## src/rtl/alarm_snooze_ctrl.sv

```systemverilog
// Alarm responder: owns the buzzer, handles snooze/dismiss, ring timeout and re-arm.
// Optional per-event snooze limit enabled by defining SNOOZE_LIMIT_EN.
module alarm_snooze_ctrl #(
  parameter int SNOOZE_SEC = 540,
  parameter int RING_SEC   = 300,
  parameter int MAX_SNOOZE = 3,
  localparam int SW = $clog2(SNOOZE_SEC + 1),
  localparam int RW = (RING_SEC > 1) ? $clog2(RING_SEC) : 1
) (
  input  logic          clk,
  input  logic          rst,
  input  logic          tick,
  input  logic          alarm_on,
  input  logic          alarm_match,
  input  logic          snooze_btn,
  input  logic          dismiss_btn,
  output logic          buzz,
  output logic          snoozing,
  output logic [SW-1:0] snooze_left
);

  typedef enum logic [1:0] {
    IDLE   = 2'd0,
    RING   = 2'd1,
    SNOOZE = 2'd2,
    DONE   = 2'd3
  } state_t;

  state_t        state, state_n;
  logic [RW-1:0] ring, ring_n;
  logic [SW-1:0] left_n;
  logic          snz_q, dis_q;
  logic          snz_p, dis_p;
  logic          snz_ok;

  assign snz_p = snooze_btn & ~snz_q;
  assign dis_p = dismiss_btn & ~dis_q;

`ifdef SNOOZE_LIMIT_EN
  localparam int CW = $clog2(MAX_SNOOZE + 1);
  logic [CW-1:0] cnt, cnt_n;

  assign snz_ok = (cnt != CW'(MAX_SNOOZE));

  always_ff @(posedge clk or negedge rst) begin
    if (!rst) cnt <= '0;
    else      cnt <= cnt_n;
  end
`else
  assign snz_ok = 1'b1;
`endif

  always_comb begin
    state_n = state;
    ring_n  = ring;
    left_n  = snooze_left;
`ifdef SNOOZE_LIMIT_EN
    cnt_n   = cnt;
`endif
    if (!alarm_on) begin
      state_n = IDLE;
      ring_n  = '0;
    end else begin
      unique case (state)
        IDLE: begin
          ring_n = '0;
          if (alarm_match) state_n = RING;
        end
        RING: begin
          if (dis_p) begin
            state_n = DONE;
          end else if (snz_p) begin
            // a refused snooze press still swallows a coincident tick
            if (snz_ok) begin
              state_n = SNOOZE;
              left_n  = SW'(SNOOZE_SEC);
`ifdef SNOOZE_LIMIT_EN
              cnt_n   = cnt + 1'b1;
`endif
            end
          end else if (tick) begin
            if (ring == RW'(RING_SEC - 1)) state_n = DONE;
            else                           ring_n  = ring + 1'b1;
          end
        end
        SNOOZE: begin
          if (dis_p) begin
            state_n = DONE;
          end else if (!snz_p && tick) begin
            if (snooze_left <= SW'(1)) begin
              state_n = RING;
              ring_n  = '0;
            end else begin
              left_n = snooze_left - 1'b1;
            end
          end
        end
        DONE: begin
          if (!alarm_match) state_n = IDLE;
        end
        default: state_n = IDLE;
      endcase
    end
    if (state_n != SNOOZE) left_n = '0;
`ifdef SNOOZE_LIMIT_EN
    if (state_n == IDLE) cnt_n = '0;
`endif
  end

  always_ff @(posedge clk or negedge rst) begin
    if (!rst) begin
      state       <= IDLE;
      ring        <= '0;
      snz_q       <= 1'b0;
      dis_q       <= 1'b0;
      buzz        <= 1'b0;
      snoozing    <= 1'b0;
      snooze_left <= '0;
    end else begin
      state       <= state_n;
      ring        <= ring_n;
      snz_q       <= snooze_btn;
      dis_q       <= dismiss_btn;
      buzz        <= (state_n == RING);
      snoozing    <= (state_n == SNOOZE);
      snooze_left <= left_n;
    end
  end

endmodule

```

## config.mk

```make
export PLATFORM = sky130hd
export DESIGN_NAME = alarm_snooze_ctrl
export DESIGN_NICKNAME = d
export VERILOG_FILES = /design/src/rtl/alarm_snooze_ctrl.sv
export SDC_FILE = /design/constraint.sdc
export NUM_CORES = 1
export LEC_CHECK = 0
export ABC_AREA = 1
export CORE_MARGIN = 8
export CORE_UTILIZATION = 58
export CTS_BUF_LIST = sky130_fd_sc_hd__clkbuf_4 sky130_fd_sc_hd__clkbuf_8
export DETAILED_ROUTE_END_ITERATION = 6
export PLACE_DENSITY_LB_ADDON = 0.15
export SLEW_MARGIN = 10
export SYNTH_ARGS = -nofsm -noshare
export SYNTH_HDL_FRONTEND = slang
export SYNTH_SLANG_ARGS = --single-unit
export TNS_END_PERCENT = 100
```

## constraint.sdc

```tcl
create_clock -name clk -period 2.37 [get_ports clk]
set_clock_uncertainty 0.15 [all_clocks]
set_input_delay 0.3555 -clock clk [delete_from_list [all_inputs] [get_ports clk]]
set_output_delay 0.3555 -clock clk [all_outputs]
set_load 0.01 [all_outputs]
```

==> results of run 1 <==
==> final cells by class <==
class                   count  area [µm²]  share of cell area
multi-input cells         169         897               0.462
flip-flops and latches     25         626               0.322
repair buffers             22         210               0.108
inverters                  37         141              0.0728
well taps                  31        38.8              0.0200
clock buffers               3        22.5              0.0116
clock inverters             1        7.51             0.00386
==> placed cells by master, fill, tap and decap left out, drive strengths merged <==
cell           netlist  layout
nand2               53      53
nor2                42      42
inv                 36      36
dfrtp               25      25
nand3               19      19
clkdlybuf4s50        0      18
a21oi               14      14
o21ai               11      11
xor2                 7       7
ha                   7       7
nor3                 5       5
nand4                4       4
buf                  3       4
clkbuf               0       3
a31oi                2       2
nor3b                1       1
or2                  1       1
o31ai                1       1
clkinv               1       1
and3                 1       1
xnor2                1       1
clkinvlp             0       1
==> worst max-delay path, cell delays in order (launching register included) <==
cell and delay, ns:
sky130_fd_sc_hd__dfrtp_1 0.45, sky130_fd_sc_hd__inv_1 0.12, sky130_fd_sc_hd__ha_1 0.23, sky130_fd_sc_hd__inv_2 0.11, sky130_fd_sc_hd__nand2_4 0.07, sky130_fd_sc_hd__nand2_2 0.08
sky130_fd_sc_hd__nand2_1 0.07, sky130_fd_sc_hd__a31oi_1 0.15, sky130_fd_sc_hd__nand3_1 0.10, sky130_fd_sc_hd__nand2_1 0.12, sky130_fd_sc_hd__nand3_2 0.27, sky130_fd_sc_hd__nor2_1 0.18
==> registers in the layout, indices dropped and copies added, names as in the netlist <==
| name | count |
|---|---|
| snooze_left | 10 |
| ring | 9 |
| state | 2 |
| buzz | 1 |
| dis_q | 1 |
| snoozing | 1 |
| snz_q | 1 |
==> worst max-delay path by stage <==
| stage | start | endpoint | slack, ns | cells past startpoint |
|---|---|---|---|---|
| 2_1_floorplan | state[0]$_DFF_PN0_ | snooze_left[5]$_DFFE_PN0P_ | 0.53 | 10 |
| 3_3_place_gp | snooze_btn | snooze_left[8]$_DFFE_PN0P_ | 0.27 | 11 |
| 3_5_place_dp | snooze_btn | snooze_left[4]$_DFFE_PN0P_ | 0.20 | 11 |
| 4_1_cts | state[0]$_DFF_PN0_ | snooze_left[4]$_DFFE_PN0P_ | 0.23 | 11 |
| 5_1_grt | state[0]$_DFF_PN0_ | snooze_left[4]$_DFFE_PN0P_ | 0.02 | 11 |
| 6_report | state[0]$_DFF_PN0_ | snooze_left[4]$_DFFE_PN0P_ | 0.23 | 11 |
==> cells by family (layout without fill, tap and decap cells) <==
group	Yosys count	count (layout)
xor gates and xnor gates	8	8
AOI/OAI and AO/OA	28	28
buffers and inverters	40	63
and+or+nand+nor	126	126
adders and majority gates	7	7
DFF	25	25
==> power groups by stage <==
stage | clock [mW] | combinational, mW | sequential (mW)
floorplan | 0 | 0.723 | 0.549
CTS | 0.208 | 0.957 | 0.530
detailed placement | 0 | 0.948 | 0.539
global route | 0.224 | 1.09 | 0.539
global placement | 0 | 0.943 | 0.537
finish | 0.204 | 0.960 | 0.532
==> through the flow <==
stage	util	hold slack [ns]	instance area [µm²]	power, mW	worst slack (ns)
6_report	0.705	0.209	1940	1.70	0.228
5_1_grt	0.705	0.236	1940	1.85	0.0221
4_1_cts	0.705	0.217	1940	1.70	0.228
3_5_place_dp	0.694	0.373	1910	1.49	0.201
3_3_place_gp	0.694	0.369	1910	1.48	0.273
2_1_floorplan	-	-0.0901	1690	1.27	0.527
==> layer usage <==
metal	global-route usage	up-vias
li1	-	782
met1	0.194	657
met2	0.244	36
met3	0.0184	5
met4	0.0469	0
met5	0	-
==> impl_metrics.prom, run 1 <==
# TYPE chip_impl_metric gauge
chip_impl_metric{name="drv_cap",unit=""} 0
chip_impl_info{name="yosys_most_used_dff",value="sky130_fd_sc_hd__dfrtp_1"} 1
chip_impl_metric{name="grt_start_max_net_pins",unit=""} 26
chip_impl_metric{name="clock_sinks",unit=""} 25
chip_impl_metric{name="postCtsSetupRepairBufs",unit=""} 0
chip_impl_metric{name="vdd_ir_drop_max",unit="mV"} 0.740
chip_impl_info{name="yosysTopAreaCell",value="sky130_fd_sc_hd__dfrtp_1"} 1
chip_impl_metric{name="cts.htree.levels",unit=""} 1
chip_impl_metric{name="fp.dieArea",unit="µm²"} 4900
chip_impl_metric{name="avgRoutedWirePerCell",unit="µm"} 12.5
chip_impl_info{name="outcome",value="finished, final reports clean"} 1
chip_impl_metric{name="ys_types",unit=""} 29
chip_impl_metric{name="antenna_violating_nets_post_route",unit=""} 0
chip_impl_metric{name="met1_length",unit="mm"} 1.76
chip_impl_metric{name="final_setup_violation_count",unit=""} 0
chip_impl_metric{name="drt_drc_violations_left",unit=""} 0
chip_impl_metric{name="gp_congestion",unit=""} 0.893
chip_impl_metric{name="die_width",unit="µm"} 70.0
chip_impl_metric{name="grt_remaining_overflow",unit=""} 0
chip_impl_metric{name="crit_path_max_fanout",unit=""} 11
chip_impl_info{name="clock-root-buffer",value="sky130_fd_sc_hd__clkbuf_4"} 1
chip_impl_metric{name="drtIter0Drc",unit=""} 115
chip_impl_info{name="critical_path_class",value="reg2reg"} 1
chip_impl_metric{name="post_synth_inst_count",unit=""} 234
chip_impl_metric{name="timing.setup.tns",unit="ns"} 0
chip_impl_info{name="worst_r2r_endpoint",value="snooze_left[4]$_DFFE_PN0P_"} 1
chip_impl_metric{name="post_cts.resized_instances",unit=""} 0
chip_impl_metric{name="drt-vias-per-instance",unit=""} 5.14
chip_impl_metric{name="reg2regPathDepth",unit=""} 11
chip_impl_metric{name="seq_power_share",unit=""} 0.313
chip_impl_metric{name="final.period_utilization",unit=""} 0.904
chip_impl_metric{name="total_switching_power",unit="µW"} 811
chip_impl_metric{name="period_needed",unit="ns"} 2.14
chip_impl_metric{name="route.met3.wl",unit="µm"} 113
chip_impl_metric{name="postRouteWirelength",unit="mm"} 3.59
chip_impl_info{name="tritoncts",value="yes"} 1
chip_impl_metric{name="placed_cells",unit=""} 284
chip_impl_info{name="netlist_top_cells_area",value="sky130_fd_sc_hd__dfrtp_1 (37%), sky130_fd_sc_hd__nand2_1 (11%), sky130_fd_sc_hd__inv_1 (6.9%)"} 1
chip_impl_metric{name="grt_usage",unit=""} 0.148
chip_impl_metric{name="synth-seq-area-share",unit=""} 0.370
chip_impl_metric{name="cts.path.max_buffers",unit=""} 2
chip_impl_metric{name="syn_nets",unit=""} 248
chip_impl_metric{name="fp.dieH",unit="µm"} 70.0
chip_impl_metric{name="antenna-diode-count",unit=""} 0
chip_impl_metric{name="place.port_buffers",unit=""} 18
chip_impl_metric{name="power_switching_share",unit=""} 0.478
chip_impl_metric{name="p_leak",unit="nW"} 0.981
chip_impl_metric{name="place_hpwl",unit="mm"} 2.76
chip_impl_metric{name="comb_power_share",unit=""} 0.566
chip_impl_metric{name="grt_first_pass_wirelength",unit="mm"} 6.20
chip_impl_metric{name="avgSynthCellArea",unit="µm²"} 7.23
chip_impl_info{name="dominant_combinational_cell_family_by_area_after_synthesis",value="simple AND/OR/NAND/NOR gates"} 1
chip_impl_metric{name="firstDrtPassIters",unit=""} 4
chip_impl_info{name="synth.most_common_cell",value="sky130_fd_sc_hd__nand2_1"} 1
chip_impl_metric{name="power.density",unit="nW/µm²"} 873
chip_impl_metric{name="instances_no_fill",unit=""} 288
chip_impl_metric{name="num_vias",unit=""} 1480
chip_impl_metric{name="synth_largest_type_area_fraction",unit=""} 0.370
chip_impl_metric{name="clkPwrFrac",unit=""} 0.120
chip_impl_metric{name="floorplan.core_area",unit="µm²"} 2760
chip_impl_metric{name="maxSlewHeadroom",unit=""} 0.789
chip_impl_metric{name="clk_latency",unit="ns"} 0.33
chip_impl_metric{name="number_of_nets_in_the_layout",unit=""} 272
chip_impl_metric{name="initial_utilization",unit=""} 0.613
chip_impl_metric{name="cts_buffers",unit=""} 3
chip_impl_metric{name="worst-endpoint-arrival",unit="ns"} 2.26
chip_impl_metric{name="synth_warnings",unit=""} 0
chip_impl_info{name="max_used_layer",value="met4"} 1
chip_impl_metric{name="synth_mux_area_frac",unit=""} 0
chip_impl_metric{name="area_growth_syn_to_fin",unit="%"} 14.9
chip_impl_info{name="rr_startpoint",value="state[0]$_DFF_PN0_"} 1
chip_impl_metric{name="final_hold_viol_count",unit=""} 0
chip_impl_metric{name="yosys_register_bits",unit=""} 25
chip_impl_metric{name="netlist_area",unit="µm²"} 1690
chip_impl_metric{name="io-pin-count",unit=""} 19
chip_impl_metric{name="worstPathRequired",unit="ns"} 2.49
chip_impl_metric{name="fillerInstances",unit=""} 243
chip_impl_metric{name="worstMarginPinSlew",unit="ns"} 0.316
chip_impl_metric{name="maxSlewViolCount",unit=""} 0
chip_impl_metric{name="synthSimpleGateAreaFrac",unit=""} 0.347
chip_impl_metric{name="synth-compound-area-share",unit=""} 0.0902
chip_impl_info{name="synth_common_cells",value="sky130_fd_sc_hd__nand2_1 (48), sky130_fd_sc_hd__inv_1 (31), sky130_fd_sc_hd__nor2_1 (29)"} 1
chip_impl_metric{name="internal_power",unit="µW"} 885
chip_impl_metric{name="clk_pin_slew",unit="ns"} 0.15
chip_impl_metric{name="async_flop_share",unit=""} 1.00
chip_impl_metric{name="grt_antenna_before_repair",unit=""} 0
chip_impl_metric{name="route.met2.wl",unit="mm"} 1.68
chip_impl_info{name="crit_path_start_kind",value="flip-flop"} 1
chip_impl_metric{name="post_synth_fa_ha_maj_area_fraction",unit=""} 0.0518
chip_impl_info{name="endpoint_kind",value="flip-flop"} 1
chip_impl_metric{name="count_of_hold_buffers_inserted_by_post_cts_repair",unit=""} 0
chip_impl_info{name="unrepaired_setup_endpoints_after_global_routing",value="no"} 1
chip_impl_metric{name="synthXorXnorAreaFrac",unit=""} 0.0414
chip_impl_metric{name="synth-edff-count",unit=""} 0
chip_impl_metric{name="maxClockFrequency",unit="MHz"} 467
chip_impl_metric{name="first_global_vias",unit=""} 1411
chip_impl_metric{name="drive_gt1_frac",unit=""} 0.140
chip_impl_metric{name="placement_rows",unit=""} 19
chip_impl_info{name="holdCritPathClass",value="in2async"} 1
chip_impl_metric{name="r2r_slack",unit="ns"} 0.23
No activity file was read; power rests on OpenSTA's default activity.
==> run 2: changes to the inputs <==
--- a/config.mk
+++ b/config.mk
@@ -10,7 +10,7 @@
 export CORE_UTILIZATION = 58
 export CTS_BUF_LIST = sky130_fd_sc_hd__clkbuf_4 sky130_fd_sc_hd__clkbuf_8
 export DETAILED_ROUTE_END_ITERATION = 6
-export PLACE_DENSITY_LB_ADDON = 0.15
+export PLACE_DENSITY_LB_ADDON = 0.1
 export SLEW_MARGIN = 10
 export SYNTH_ARGS = -nofsm -noshare
 export SYNTH_HDL_FRONTEND = slang
==> impl_metrics.prom, run 2 (synthesis gave the netlist of run 1 again) <==
# TYPE chip_impl_metric gauge
chip_impl_metric{name="hold-worst-slack",unit="ns"} 0.219
chip_impl_metric{name="maxSlewHeadroom",unit=""} 0.780
chip_impl_metric{name="gr-usage-met1",unit=""} 0.168
chip_impl_metric{name="io-pin-count",unit=""} 19
chip_impl_metric{name="met3_usage",unit=""} 0.0282
chip_impl_metric{name="total_switching_power",unit="µW"} 797
chip_impl_metric{name="worst-endpoint-arrival",unit="ns"} 2.24
chip_impl_metric{name="place.port_buffers",unit=""} 18
chip_impl_metric{name="fillerInstances",unit=""} 239
chip_impl_metric{name="seq_power_share",unit=""} 0.324
chip_impl_info{name="tritoncts",value="yes"} 1
chip_impl_info{name="crit_path_start_kind",value="flip-flop"} 1
chip_impl_metric{name="postRouteWirelength",unit="mm"} 3.48
chip_impl_metric{name="area_used_by_multi_input_combinational_logic",unit="µm²"} 905
chip_impl_metric{name="placed_cells",unit=""} 282
chip_impl_metric{name="period_needed",unit="ns"} 2.17
chip_impl_metric{name="final_hold_viol_count",unit=""} 0
chip_impl_metric{name="cts.path.max_buffers",unit=""} 2
chip_impl_metric{name="comb_power_share",unit=""} 0.557
chip_impl_metric{name="drt_drc_violations_left",unit=""} 0
chip_impl_metric{name="die_width",unit="µm"} 70.0
chip_impl_metric{name="grt_usage",unit=""} 0.140
chip_impl_metric{name="timing.setup.tns",unit="ns"} 0
chip_impl_metric{name="grt_remaining_overflow",unit=""} 0
chip_impl_metric{name="fp.dieH",unit="µm"} 70.0
chip_impl_metric{name="power_switching_share",unit=""} 0.478
chip_impl_metric{name="p_leak",unit="nW"} 0.979
chip_impl_info{name="regMostFlops",value="snooze_left"} 1
chip_impl_metric{name="instances_no_fill",unit=""} 287
chip_impl_metric{name="antenna_violating_nets_post_route",unit=""} 0
chip_impl_metric{name="met2_usage",unit=""} 0.245
chip_impl_info{name="critical_path_class",value="reg2reg"} 1
chip_impl_metric{name="floorplan.core_area",unit="µm²"} 2760
chip_impl_metric{name="clock_sinks",unit=""} 25
chip_impl_metric{name="placement.cell_area",unit="µm²"} 1900
chip_impl_metric{name="largest_register_ff_count",unit=""} 10
chip_impl_metric{name="drtIter0Drc",unit=""} 98
chip_impl_metric{name="crit_path_max_fanout",unit=""} 10
chip_impl_metric{name="antenna-diode-count",unit=""} 0
chip_impl_metric{name="grt_start_max_net_pins",unit=""} 26
chip_impl_metric{name="maxClockFrequency",unit="MHz"} 461
chip_impl_info{name="mostFrequentLayoutCell",value="sky130_fd_sc_hd__nand2_1"} 1
chip_impl_metric{name="place_hpwl",unit="mm"} 2.63
chip_impl_metric{name="initial_utilization",unit=""} 0.613
chip_impl_metric{name="internal_power",unit="µW"} 870
chip_impl_metric{name="final.period_utilization",unit=""} 0.914
chip_impl_metric{name="clk_latency",unit="ns"} 0.32
chip_impl_metric{name="firstDrtPassIters",unit=""} 4
chip_impl_metric{name="worstMarginPinSlew",unit="ns"} 0.330
chip_impl_info{name="grt_busiest_layer",value="met2"} 1
chip_impl_info{name="endpoint_kind",value="flip-flop"} 1
chip_impl_metric{name="placement_rows",unit=""} 19
chip_impl_metric{name="grt_antenna_before_repair",unit=""} 0
chip_impl_info{name="biggestRegsByFlops",value="snooze_left x10, ring x9, state x2"} 1
chip_impl_metric{name="clkPwrFrac",unit=""} 0.119
chip_impl_metric{name="fp.dieArea",unit="µm²"} 4900
chip_impl_metric{name="final_setup_violation_count",unit=""} 0
chip_impl_metric{name="clk_pin_slew",unit="ns"} 0.14
chip_impl_info{name="holdCritPathClass",value="in2async"} 1
chip_impl_metric{name="ff_latch_area",unit="µm²"} 626
chip_impl_metric{name="drt-vias-per-instance",unit=""} 5.21
chip_impl_info{name="clock-root-buffer",value="sky130_fd_sc_hd__clkbuf_4"} 1
chip_impl_metric{name="first_global_vias",unit=""} 1409
chip_impl_metric{name="avgRoutedWirePerCell",unit="µm"} 12.1
chip_impl_metric{name="num_vias",unit=""} 1496
chip_impl_metric{name="vdd_ir_drop_max",unit="mV"} 0.804
chip_impl_metric{name="finalInstanceArea",unit="µm²"} 1940
chip_impl_info{name="outcome",value="finished, final reports clean"} 1
chip_impl_metric{name="cts.htree.levels",unit=""} 1
chip_impl_metric{name="drive_gt1_frac",unit=""} 0.137
chip_impl_info{name="final_cell_mix",value="sky130_fd_sc_hd__nand2_1 (48), sky130_fd_sc_hd__inv_1 (31), sky130_fd_sc_hd__nor2_1 (29)"} 1
chip_impl_metric{name="maxSlewViolCount",unit=""} 0
chip_impl_metric{name="drv_cap",unit=""} 0
chip_impl_metric{name="worstPathRequired",unit="ns"} 2.44
chip_impl_metric{name="cts_buffers",unit=""} 3
chip_impl_metric{name="r2r_slack",unit="ns"} 0.20
chip_impl_metric{name="grt_first_pass_wirelength",unit="mm"} 5.94
chip_impl_info{name="unrepaired_setup_endpoints_after_global_routing",value="no"} 1
chip_impl_metric{name="power.density",unit="nW/µm²"} 859
chip_impl_metric{name="gp_congestion",unit=""} 0.852
chip_impl_metric{name="number_of_nets_in_the_layout",unit=""} 271
chip_impl_metric{name="area_growth_syn_to_fin",unit="%"} 14.7
## run 2: cell count changes in the layout (fill, tap and decap cells not counted)
cell	before	now
sky130_fd_sc_hd__clkinvlp_4	1	0
sky130_fd_sc_hd__nand3_4	0	1
sky130_fd_sc_hd__buf_4	4	3
sky130_fd_sc_hd__clkinv_2	0	1
sky130_fd_sc_hd__nand3_2	2	1
## run 2: power groups by stage
stage	registers [mW]	logic, mW	clock network (mW)
2_1_floorplan	0.549	0.723	0
3_3_place_gp	0.546	0.902	0
3_5_place_dp	0.548	0.905	0
4_1_cts	0.540	0.911	0.199
5_1_grt	0.548	1.05	0.221
6_report	0.540	0.928	0.198
## run 2: layout make-up
| class | count | area share |
|---|---|---|
| tap | 31 | 0.0200 |
| multi-input combinational | 169 | 0.466 |
| clock inverter | 1 | 0.00258 |
| inverter | 37 | 0.0729 |
| sequential | 25 | 0.322 |
| clock buffer | 3 | 0.0116 |
| timing repair buffer | 21 | 0.104 |
## run 2: critical path, stage by stage, from the launching register on
cell and delay, ns:
sky130_fd_sc_hd__dfrtp_1 0.45, sky130_fd_sc_hd__inv_1 0.12, sky130_fd_sc_hd__ha_1 0.29, sky130_fd_sc_hd__inv_2 0.13
sky130_fd_sc_hd__nand2_4 0.07, sky130_fd_sc_hd__nand2_2 0.08, sky130_fd_sc_hd__nand4_1 0.15, sky130_fd_sc_hd__nor2_4 0.26
sky130_fd_sc_hd__inv_2 0.09, sky130_fd_sc_hd__a21oi_1 0.21, sky130_fd_sc_hd__nor2_2 0.07
## run 2: metrics by stage
stage / setup WS, ns / utilization / power (mW)
global route: 0.0214 / 0.704 / 1.82
floorplan: 0.527 / - / 1.27
CTS: 0.172 / 0.698 / 1.65
detailed placement: 0.193 / 0.688 / 1.45
global placement: 0.218 / 0.688 / 1.45
finish: 0.203 / 0.704 / 1.67
## run 2: repair_timing
| action | 4_1_cts | 5_1_grt |
|---|---|---|
| resized for setup | 0 | 1 |
| hold endpoints to repair | 0 | 0 |
| hold buffers | 0 | 0 |
| setup buffers | 0 | 1 |
| setup endpoints to repair | 0 | 8 |
## run 2: worst paths after layout
| check | cells past startpoint | endpoint | from |
|---|---|---|---|
| max in group asynchronous | 2 | state[0]$_DFF_PN0_ | rst |
| worst min-delay path | 2 | snoozing$_DFF_PN0_ | rst |
| min in group clk | 1 | dis_q$_DFF_PN0_ | dismiss_btn |
| worst max-delay path | 10 | snooze_left[5]$_DFFE_PN0P_ | state[0]$_DFF_PN0_ |
| worst min register to register | 1 | ring[0]$_DFFE_PN0P_ | ring[0]$_DFFE_PN0P_ |
| worst max register to register | 10 | snooze_left[5]$_DFFE_PN0P_ | state[0]$_DFF_PN0_ |
## run 2: metal layers
| metal | vias to the layer above | wire length, µm | part of all wire |
|---|---|---|---|
| met5 | - | 0 | 0 |
| met4 | 0 | 49 | 0.014 |
| met3 | 6 | 137 | 0.039 |
| met2 | 32 | 1700 | 0.49 |
| met1 | 675 | 1590 | 0.46 |
| li1 | 783 | - | - |
==> run 3: changes to the inputs <==
==> constraint.sdc (replaced) <==
create_clock -name clk -period 2.3 [get_ports clk]
set_clock_uncertainty 0.15 [all_clocks]
set_input_delay 0.345 -clock clk [delete_from_list [all_inputs] [get_ports clk]]
set_output_delay 0.345 -clock clk [all_outputs]
set_load 0.01 [all_outputs]
==> impl_metrics.prom, run 3 (synthesis gave the netlist of run 1 again) <==
# TYPE chip_impl_metric gauge
chip_impl_info{name="outcome",value="finished, final reports clean"} 1
chip_impl_metric{name="cts.htree.levels",unit=""} 1
chip_impl_metric{name="period_needed",unit="ns"} 2.04
chip_impl_metric{name="worst-endpoint-arrival",unit="ns"} 2.16
chip_impl_info{name="mostFrequentLayoutCell",value="sky130_fd_sc_hd__nand2_1"} 1
chip_impl_metric{name="antenna_violating_nets_post_route",unit=""} 0
chip_impl_info{name="holdCritPathClass",value="in2async"} 1
chip_impl_metric{name="hold-worst-slack",unit="ns"} 0.210
chip_impl_metric{name="comb_power_share",unit=""} 0.570
chip_impl_metric{name="initial_utilization",unit=""} 0.613
chip_impl_metric{name="cts_buffers",unit=""} 3
chip_impl_info{name="regMostFlops",value="snooze_left"} 1
chip_impl_metric{name="crit_path_max_fanout",unit=""} 11
chip_impl_metric{name="power_switching_share",unit=""} 0.476
chip_impl_metric{name="placement_rows",unit=""} 19
chip_impl_info{name="endpoint_kind",value="flip-flop"} 1
chip_impl_metric{name="io-pin-count",unit=""} 19
chip_impl_metric{name="place_hpwl",unit="mm"} 2.82
chip_impl_metric{name="internal_power",unit="µW"} 917
chip_impl_info{name="biggestRegsByFlops",value="snooze_left x10, ring x9, state x2"} 1
chip_impl_metric{name="place.port_buffers",unit=""} 18
chip_impl_metric{name="maxClockFrequency",unit="MHz"} 490
chip_impl_metric{name="vdd_ir_drop_max",unit="mV"} 1.00
chip_impl_metric{name="firstDrtPassIters",unit=""} 4
chip_impl_metric{name="area_growth_syn_to_fin",unit="%"} 15.3
chip_impl_metric{name="maxSlewHeadroom",unit=""} 0.791
chip_impl_metric{name="p_leak",unit="nW"} 0.982
chip_impl_metric{name="power.density",unit="nW/µm²"} 897
chip_impl_metric{name="clk_latency",unit="ns"} 0.33
chip_impl_metric{name="largest_register_ff_count",unit=""} 10
chip_impl_metric{name="first_global_vias",unit=""} 1505
chip_impl_metric{name="drive_gt1_frac",unit=""} 0.140
chip_impl_info{name="unrepaired_setup_endpoints_after_global_routing",value="no"} 1
chip_impl_metric{name="drtIter0Drc",unit=""} 86
chip_impl_metric{name="postCtsSetupRepairBufs",unit=""} 0
chip_impl_info{name="tritoncts",value="yes"} 1
chip_impl_metric{name="seq_power_share",unit=""} 0.312
chip_impl_metric{name="num_vias",unit=""} 1512
chip_impl_info{name="final_cell_mix",value="sky130_fd_sc_hd__nand2_1 (48), sky130_fd_sc_hd__inv_1 (31), sky130_fd_sc_hd__nor2_1 (29)"} 1
chip_impl_metric{name="timing.setup.tns",unit="ns"} 0
chip_impl_metric{name="fp.dieArea",unit="µm²"} 4900
chip_impl_info{name="critical_path_class",value="reg2reg"} 1
chip_impl_metric{name="number_of_nets_in_the_layout",unit=""} 272
chip_impl_metric{name="grt_antenna_before_repair",unit=""} 0
chip_impl_metric{name="drv_cap",unit=""} 0
chip_impl_metric{name="grt_usage",unit=""} 0.152
chip_impl_metric{name="gp_congestion",unit=""} 0.853
chip_impl_metric{name="grt_start_max_net_pins",unit=""} 26
chip_impl_metric{name="clock_sinks",unit=""} 25
chip_impl_metric{name="clk_pin_slew",unit="ns"} 0.14
chip_impl_metric{name="finalInstanceArea",unit="µm²"} 1950
chip_impl_metric{name="worstPathRequired",unit="ns"} 2.42
chip_impl_metric{name="cts.path.max_buffers",unit=""} 2
chip_impl_metric{name="final_hold_viol_count",unit=""} 0
chip_impl_metric{name="maxSlewViolCount",unit=""} 0
chip_impl_metric{name="avgRoutedWirePerCell",unit="µm"} 12.3
chip_impl_metric{name="antenna-diode-count",unit=""} 0
chip_impl_metric{name="final_setup_violation_count",unit=""} 0
chip_impl_metric{name="total_switching_power",unit="µW"} 833
chip_impl_metric{name="drt_drc_violations_left",unit=""} 0
chip_impl_metric{name="die_width",unit="µm"} 70.0
chip_impl_metric{name="post_cts.resized_instances",unit=""} 0
chip_impl_metric{name="grt_remaining_overflow",unit=""} 0
chip_impl_metric{name="worstMarginPinSlew",unit="ns"} 0.313
chip_impl_metric{name="floorplan.core_area",unit="µm²"} 2760
chip_impl_metric{name="count_of_hold_buffers_inserted_by_post_cts_repair",unit=""} 0
chip_impl_metric{name="clkPwrFrac",unit=""} 0.118
chip_impl_info{name="crit_path_start_kind",value="flip-flop"} 1
chip_impl_metric{name="placement.cell_area",unit="µm²"} 1910
chip_impl_metric{name="final.period_utilization",unit=""} 0.888
chip_impl_metric{name="fp.dieH",unit="µm"} 70.0
chip_impl_metric{name="grt_first_pass_wirelength",unit="mm"} 6.37
chip_impl_metric{name="drt-vias-per-instance",unit=""} 5.25
chip_impl_metric{name="postRouteWirelength",unit="mm"} 3.54
chip_impl_info{name="clock-root-buffer",value="sky130_fd_sc_hd__clkbuf_4"} 1
==> run 3: cell count changes in the layout (fill, tap and decap cells not counted) <==
cell and delta:
sky130_fd_sc_hd__buf_4 +1, sky130_fd_sc_hd__clkinv_2 -1, sky130_fd_sc_hd__clkinvlp_4 +1
==> run 3: layout make-up <==
cell class                 count  area (µm²)
clock buffer                   3        22.5
clock inverter                 1        7.51
fill                         255         807
inverter                      37         141
multi-input combinational    169         905
sequential                    25         626
tap                           31        38.8
timing repair buffer          22         210
==> run 3: layer usage <==
| layer | GRT usage | part of all wire |
|---|---|---|
| met4 | 0.0603 | 0.017 |
| met1 | 0.176 | 0.45 |
| met5 | 0 | 0 |
| met2 | 0.266 | 0.49 |
| met3 | 0.0311 | 0.047 |
==> run 3: worst paths after layout <==
| path | start | to | slack, ns | cells past startpoint |
|---|---|---|---|---|
| min in group clk | dismiss_btn | dis_q$_DFF_PN0_ | 0.36 | 1 |
| worst max register to register | state[0]$_DFF_PN0_ | ring[4]$_DFFE_PN0P_ | 0.26 | 11 |
| worst min-delay path | rst | snooze_left[1]$_DFFE_PN0P_ | 0.21 | 2 |
| max in group asynchronous | rst | state[0]$_DFF_PN0_ | 1.55 | 2 |
| worst min register to register | ring[0]$_DFFE_PN0P_ | ring[0]$_DFFE_PN0P_ | 0.40 | 1 |
| worst max-delay path | state[0]$_DFF_PN0_ | ring[4]$_DFFE_PN0P_ | 0.26 | 11 |
==> run 3: power groups by stage <==
stage | combinational, mW | clock (mW) | sequential, mW
after CTS | 0.994 | 0.217 | 0.546
after floorplan | 0.745 | 0 | 0.566
final | 0.997 | 0.207 | 0.546
after global routing | 1.14 | 0.233 | 0.555
after detailed placement | 0.991 | 0 | 0.554
after global placement | 0.971 | 0 | 0.553
==> run 3: worst max-delay path, stage by stage (launching register included) <==
cell	delay, ns
sky130_fd_sc_hd__dfrtp_1	0.44
sky130_fd_sc_hd__inv_1	0.12
sky130_fd_sc_hd__ha_1	0.23
sky130_fd_sc_hd__inv_2	0.11
sky130_fd_sc_hd__nand2_4	0.07
sky130_fd_sc_hd__nand2_2	0.08
sky130_fd_sc_hd__o21ai_1	0.08
sky130_fd_sc_hd__a21oi_2	0.15
sky130_fd_sc_hd__nand2_2	0.14
sky130_fd_sc_hd__nand2_2	0.21
sky130_fd_sc_hd__nand2_1	0.08
sky130_fd_sc_hd__a21oi_1	0.14
==> run 3: metrics by stage <==
stage / utilization / power [mW] / std cells / setup WS [ns]
finish: 0.707 / 1.75 / 288 / 0.258
global route: 0.707 / 1.92 / 288 / 0.0611
CTS: 0.705 / 1.76 / 288 / 0.170
detailed placement: 0.694 / 1.55 / 284 / 0.152
global placement: 0.694 / 1.52 / 284 / 0.209
floorplan: - / 1.31 / 234 / 0.457
